## config.mk

```make
export PLATFORM = sky130hd
export DESIGN_NAME = fetch_unit
export DESIGN_NICKNAME = d
export VERILOG_FILES = /design/src/rtl/fetch_pkg.sv /design/src/rtl/fetch_wait_ctr.sv /design/src/rtl/fetch_unit.sv
export SDC_FILE = /design/constraint.sdc
export NUM_CORES = 1
export LEC_CHECK = 0
export CAP_MARGIN = 20
export CELL_PAD_IN_SITES_DETAIL_PLACEMENT = 1
export CELL_PAD_IN_SITES_GLOBAL_PLACEMENT = 2
export CORE_MARGIN = 5
export CORE_UTILIZATION = 29
export CTS_CLUSTER_SIZE = 14
export DETAILED_ROUTE_END_ITERATION = 16
export PLACE_DENSITY_LB_ADDON = 0.1
export SLEW_MARGIN = 20
export SYNTH_ARGS = -nofsm -noshare
export SYNTH_HDL_FRONTEND = slang
export SYNTH_HIERARCHICAL = 1
export SYNTH_SLANG_ARGS = --single-unit
```

## constraint.sdc

```tcl
create_clock -name clk -period 5.4 [get_ports clk]
set_input_delay 0.54 -clock clk [delete_from_list [all_inputs] [get_ports clk]]
set_output_delay 0.54 -clock clk [all_outputs]
set_load 0.005 [all_outputs]
```

## src/rtl/fetch_pkg.sv

```systemverilog
// Shared types and constants for the instruction-fetch stage.
package fetch_pkg;

  localparam int INSTR_W = 32;
  localparam int ADDR_W  = 32;

  localparam logic [ADDR_W-1:0] PC_INC           = 32'd4;
  localparam logic [ADDR_W-1:0] DEFAULT_RESET_PC = 32'h0000_0000;

  typedef enum logic {
    WAIT  = 1'b0,
    READY = 1'b1
  } fetch_state_e;

endpackage

```

## src/rtl/fetch_wait_ctr.sv

```systemverilog
// Loadable down-counter that times the instruction-memory settle window.
module fetch_wait_ctr #(
  parameter int          W    = 2,
  parameter logic [W-1:0] INIT = '0
) (
  input  logic         clk,
  input  logic         rst_n,
  input  logic         load,
  input  logic         hold,
  input  logic [W-1:0] value,
  output logic         zero
);

  logic [W-1:0] cnt;

  // NOTE: sequential state uses non-blocking assignments so every register samples pre-edge values.
  always_ff @(posedge clk or negedge rst_n) begin
    if (!rst_n) begin
      cnt <= INIT;
    end else if (load) begin
      cnt <= value;
    end else if (!hold && cnt != '0) begin
      cnt <= cnt - W'(1);
    end
  end

  assign zero = (cnt == '0);

endmodule

```

## src/rtl/fetch_unit.sv

```systemverilog
// Instruction-fetch stage: owns the PC, waits out the async memory, fills the IF/ID register.
// Optional FETCH_PERF_EN adds fetch_count / flush_count outputs.
module fetch_unit
  import fetch_pkg::*;
#(
  parameter logic [ADDR_W-1:0] RESET_PC        = DEFAULT_RESET_PC,
  parameter int                MEM_WAIT_CYCLES = 4
) (
  input  logic               clk,
  input  logic               rst_n,
  output logic [ADDR_W-1:0]  imem_addr,
  input  logic [INSTR_W-1:0] imem_instr,
  input  logic               redirect_valid,
  input  logic [ADDR_W-1:0]  redirect_pc,
  input  logic               id_ready,
  output logic               id_valid,
  output logic [INSTR_W-1:0] id_instr,
  output logic [ADDR_W-1:0]  id_pc,
  output logic [ADDR_W-1:0]  id_pc_plus4
`ifdef FETCH_PERF_EN
  ,
  output logic [31:0]        fetch_count,
  output logic [31:0]        flush_count
`endif
);

  localparam int          CTR_W    = (MEM_WAIT_CYCLES > 1) ? $clog2(MEM_WAIT_CYCLES) : 1;
  localparam logic [CTR_W-1:0] CTR_FULL = CTR_W'(MEM_WAIT_CYCLES - 1);

  logic [ADDR_W-1:0] pc;
  fetch_state_e      state;
  logic              ctr_zero;
  logic              slot_free;
  logic              capture;
  logic              ctr_load;
  logic              ctr_hold;

  // The counter sits at zero in READY, so ctr_zero alone marks a capture as due.
  assign slot_free = !id_valid || id_ready;
  assign capture   = ctr_zero && slot_free && !redirect_valid;
  assign ctr_load  = redirect_valid || capture;
  assign ctr_hold  = (state == READY);
  assign imem_addr = pc;

  fetch_wait_ctr #(
    .W    (CTR_W),
    .INIT (CTR_FULL)
  ) u_wait_ctr (
    .clk   (clk),
    .rst_n (rst_n),
    .load  (ctr_load),
    .hold  (ctr_hold),
    .value (CTR_FULL),
    .zero  (ctr_zero)
  );

  // NOTE: the IF/ID data registers are reset too, so decode never observes X after reset.
  always_ff @(posedge clk or negedge rst_n) begin
    if (!rst_n) begin
      pc          <= RESET_PC;
      state       <= WAIT;
      id_valid    <= 1'b0;
      id_instr    <= '0;
      id_pc       <= '0;
      id_pc_plus4 <= '0;
    end else if (redirect_valid) begin
      pc       <= redirect_pc & ~ADDR_W'(3);
      state    <= WAIT;
      id_valid <= 1'b0;
    end else if (capture) begin
      id_instr    <= imem_instr;
      id_pc       <= pc;
      id_pc_plus4 <= pc + PC_INC;
      id_valid    <= 1'b1;
      pc          <= pc + PC_INC;
      state       <= WAIT;
    end else begin
      if (state == WAIT && ctr_zero) begin
        state <= READY;
      end
      if (id_valid && id_ready) begin
        id_valid <= 1'b0;
      end
    end
  end

`ifdef FETCH_PERF_EN
  // A wait is "in progress" once at least one cycle has elapsed since the last (re)load.
  logic wait_fresh;

  always_ff @(posedge clk or negedge rst_n) begin
    if (!rst_n) begin
      fetch_count <= '0;
      flush_count <= '0;
      wait_fresh  <= 1'b1;
    end else begin
      wait_fresh <= ctr_load;
      if (capture) begin
        fetch_count <= fetch_count + 32'd1;
      end
      if (redirect_valid && (id_valid || state == READY || !wait_fresh)) begin
        flush_count <= flush_count + 32'd1;
      end
    end
  end
`endif

endmodule

```

==> results.json <==
{
  "cts_root_buffer": "sky130_fd_sc_hd__clkbuf_16",
  "grt_remaining_overflow": 0,
  "switching_share": 0.322,
  "tritoncts_num_sinks": 126,
  "path_class": "register to register",
  "timing_worst_slew_pin_value_ns": 1.02,
  "finalSetupTns_ns": 0,
  "global_route_track_usage_on_met2": 0.270,
  "hpwlAfterDp_um": 13300,
  "grt_util_all_layers": 0.161,
  "antenna_violations_before_repair": 0,
  "final.setup_skew_ns": 0.0104,
  "drt-total-wl_um": 18800,
  "multi_input_area_um2": 2530,
  "worst_ir_drop_vdd_v": 0.000208,
  "hold_slack_ns": 0.108,
  "worstSkewPairLatency_ns": 0.41,
  "cts_resized": 0,
  "peak_fanout_along_the_critical_path": 96,
  "drt_iter0_markers": 182,
  "critPathArrivalTime_ns": 2.81,
  "mappedNetlistArea_um2": 5940,
  "design.die.area_um2": 23400,
  "post_drt_wl_per_cell_um": 17.1,
  "use_met1": 0.203,
  "power_frac_seq": 0.383,
  "synth_edf_count": 0,
  "synth.top_cells.by_area": "sky130_fd_sc_hd__dfrtp_1, sky130_fd_sc_hd__nand2_1, sky130_fd_sc_hd__xnor2_1, sky130_fd_sc_hd__o21ai_0, sky130_fd_sc_hd__nor3_2",
  "final_period_minus_worst_setup_slack_ns": 2.54,
  "synth_seq_area_share": 0.531,
  "die_width_um": 153,
  "vias": 4986,
  "floorplan.die.height_um": 153,
  "critPathMaxStageDelay_ns": 0.81,
  "min_path_type": "input port to asynchronous set/reset pin",
  "clk_transition_reported_paths_ns": 0.06,
  "synth.avg_cell_area_um2": 9.06,
  "synth_top_area_share": 0.522,
  "switching_power_uw": 1290,
  "placement.io_buffers": 188,
  "finalHoldViolCount": 0,
  "fmaxAchievable_mhz": 394,
  "cts_max_path_buffers": 2,
  "cts_setup_buffers": 0,
  "drv.max_cap_violation_count": 0,
  "area.growth.synth_to_final_pct": 42.5,
  "insertedDiodeCount": 0,
  "ys_ff_latch": 126,
  "cpLargestDelayFamily": "simple AND/OR/NAND/NOR gates",
  "gp_routability_congestion": 0.713,
  "htreeDepth": 4,
  "status": "completed",
  "regArea_um2": 3160,
  "cts-hold-fix-buffers": 0,
  "cp_cell_sequence": "inv_1 -> ha_1 -> nand2_1 -> or2_4 -> buf_4 -> o21ai_0",
  "timing.max_slew.rel_slack": 0.319,
  "fin_nets": 889,
  "setup_viol_count_final": 0,
  "placeableCoreArea_um2": 20200,
  "drive_above_1_share": 0.0845,
  "grt_start_max_net_pins": 97,
  "site_rows": 52,
  "comb_power_share": 0.363,
  "cellLeakagePower_uw": 0.00359,
  "wire_length_of_the_first_global_routing_pass_um": 30500,
  "final_min_period_over_clock_period": 0.471,
  "setup.worst_path.start_class": "register",
  "route.detailed.drc": 0,
  "clockPowerShare": 0.254,
  "internal-power_uw": 2710,
  "worst_path_max_delay_cell": "sky130_fd_sc_hd__or2_4",
  "syn_inst": 656,
  "cell_type_contributing_the_most_total_cell_area_after_synthesis": "sky130_fd_sc_hd__dfrtp_1",
  "yosys_warnings": 6,
  "avgViaCountPerCell": 4.54,
  "critPathRequiredTime_ns": 5.67,
  "num-fill-cells": 2297,
  "global_route.usage.met3": 0.0441,
  "power.density_cell_area_nw_per_um2": 473,
  "grt_setup_unrepaired": "no",
  "final_max_slew_viol_count": 0,
  "synthTopCellsByCount": "sky130_fd_sc_hd__nand2_1, sky130_fd_sc_hd__dfrtp_1, sky130_fd_sc_hd__xnor2_1, sky130_fd_sc_hd__o21ai_0, sky130_fd_sc_hd__clkbuf_1",
  "number_of_global_route_vias_before_repair": 5560,
  "timing.critical_path.buf_inv": 2,
  "yosys.cell_count.top_type": "sky130_fd_sc_hd__nand2_1",
  "synth-async-reset-ratio": 1.00,
  "global_route.peak_usage_layer": "met2",
  "ioPinCount": 197,
  "synth_ff_type": "sky130_fd_sc_hd__dfrtp_1",
  "initial_utilization": 0.294,
  "critPathCaptureType": "register",
  "tritoncts": "done",
  "cts_inserted_buffers": 17,
  "drtAntennaViolNets": 0,
  "firstDrtPassIters": 4,
  "synth.lib_cells_used.distinct": 46
}
-- cell type report --
class	instances	share of cell area
Multi-Input combinational cell	476	0.298
Clock buffer	20	0.0551
Inverter	5	0.00222
Clock inverter	8	0.00532
Timing Repair Buffer	193	0.226
Tap cell	270	0.0399
Sequential cell	126	0.373
-- path summary, 6_finish.rpt --
path                                    from         endpoint  slack [ns]  cells after the start
max                        u_wait_ctr/cnt[0]  id_pc_plus4[26]        2.86                      6
min                                    rst_n     id_instr[16]        0.11                      1
max reg2reg                u_wait_ctr/cnt[0]  id_pc_plus4[26]        2.86                      6
min reg2reg                     id_instr[19]     id_instr[19]        0.47                      2
max in group asynchronous              rst_n        id_pc[26]        3.94                      2
min in group clk                id_instr[19]     id_instr[19]        0.47                      2
-- per-stage QoR --
step | setup slack [ns] | std cells | utilization | area, µm² | power, µW
global placement | 2.55 | 1070 | 0.393 | 7950 | 2980
CTS | 2.79 | 1098 | 0.418 | 8470 | 4090
floorplan | 3.38 | 662 | - | 5960 | 2080
global route | 2.61 | 1098 | 0.418 | 8470 | 4280
finish | 2.86 | 1098 | 0.418 | 8470 | 4000
detailed placement | 2.48 | 1070 | 0.393 | 7950 | 3050
-- cell usage in the layout, fill, tap and decap left out, types with 3 or more instances in the layout --
cell and instances:
sky130_fd_sc_hd__dfrtp_1 124, sky130_fd_sc_hd__nand4_1 6, sky130_fd_sc_hd__or4_1 3, sky130_fd_sc_hd__buf_4 5, sky130_fd_sc_hd__nor3_1 12, sky130_fd_sc_hd__xnor2_1 46
sky130_fd_sc_hd__nor3_2 14, sky130_fd_sc_hd__inv_1 5, sky130_fd_sc_hd__conb_1 8, sky130_fd_sc_hd__nand3_1 9, sky130_fd_sc_hd__clkinv_2 6, sky130_fd_sc_hd__o21ai_0 37
sky130_fd_sc_hd__nand2_1 255, sky130_fd_sc_hd__nor4_2 6, sky130_fd_sc_hd__o21ai_1 22, sky130_fd_sc_hd__clkbuf_16 17, sky130_fd_sc_hd__clkdlybuf4s50_1 186, sky130_fd_sc_hd__xor2_1 10
sky130_fd_sc_hd__clkbuf_8 3, sky130_fd_sc_hd__nor2_1 15
-- worst reg2reg max path: cells and delay by family, from the launching register on --
kind	cells	cell delay, ns
AOI/OAI and AO/OA	1	0.14
adders and majority gates	1	0.27
buffers and inverters	2	0.53
DFF	1	0.53
and+or+nand+nor	2	0.93
-- metal layers --
metal | vias to the layer above | wire, µm
met5 | - | 0
met4 | 0 | 279
met3 | 17 | 1120
met2 | 140 | 9090
met1 | 2421 | 8320
li1 | 2408 | -
-- sequential cells by signal, summed over array words and instances, names as in the netlist --
register        cells
ctr_hold            1
id_instr           32
id_pc              30
id_pc_plus4        30
id_valid            1
imem_addr          30
u_wait_ctr/cnt      2
-- power by group through the flow --
stage	combinational (µW)	clock (µW)	sequential [µW]
5_1_grt	1610	1080	1590
3_5_place_dp	1500	0	1560
3_3_place_gp	1450	0	1540
6_report	1460	1020	1530
2_1_floorplan	552	0	1530
4_1_cts	1500	1050	1540
-- cells by family (layout without fill, tap and decap cells) --
group,Yosys count,in the layout,share of synthesized area
and+or+nand+nor,344,344,0.271
DFF,126,126,0.531
AOI/OAI and AO/OA,64,64,0.0571
buffers and inverters,60,226,0.0491
xor gates and xnor gates,56,56,0.0826
adders and majority gates,2,2,0.00421
other,2,8,0.00126
muxes,2,2,0.00358
(Power assumes the default switching activity.)
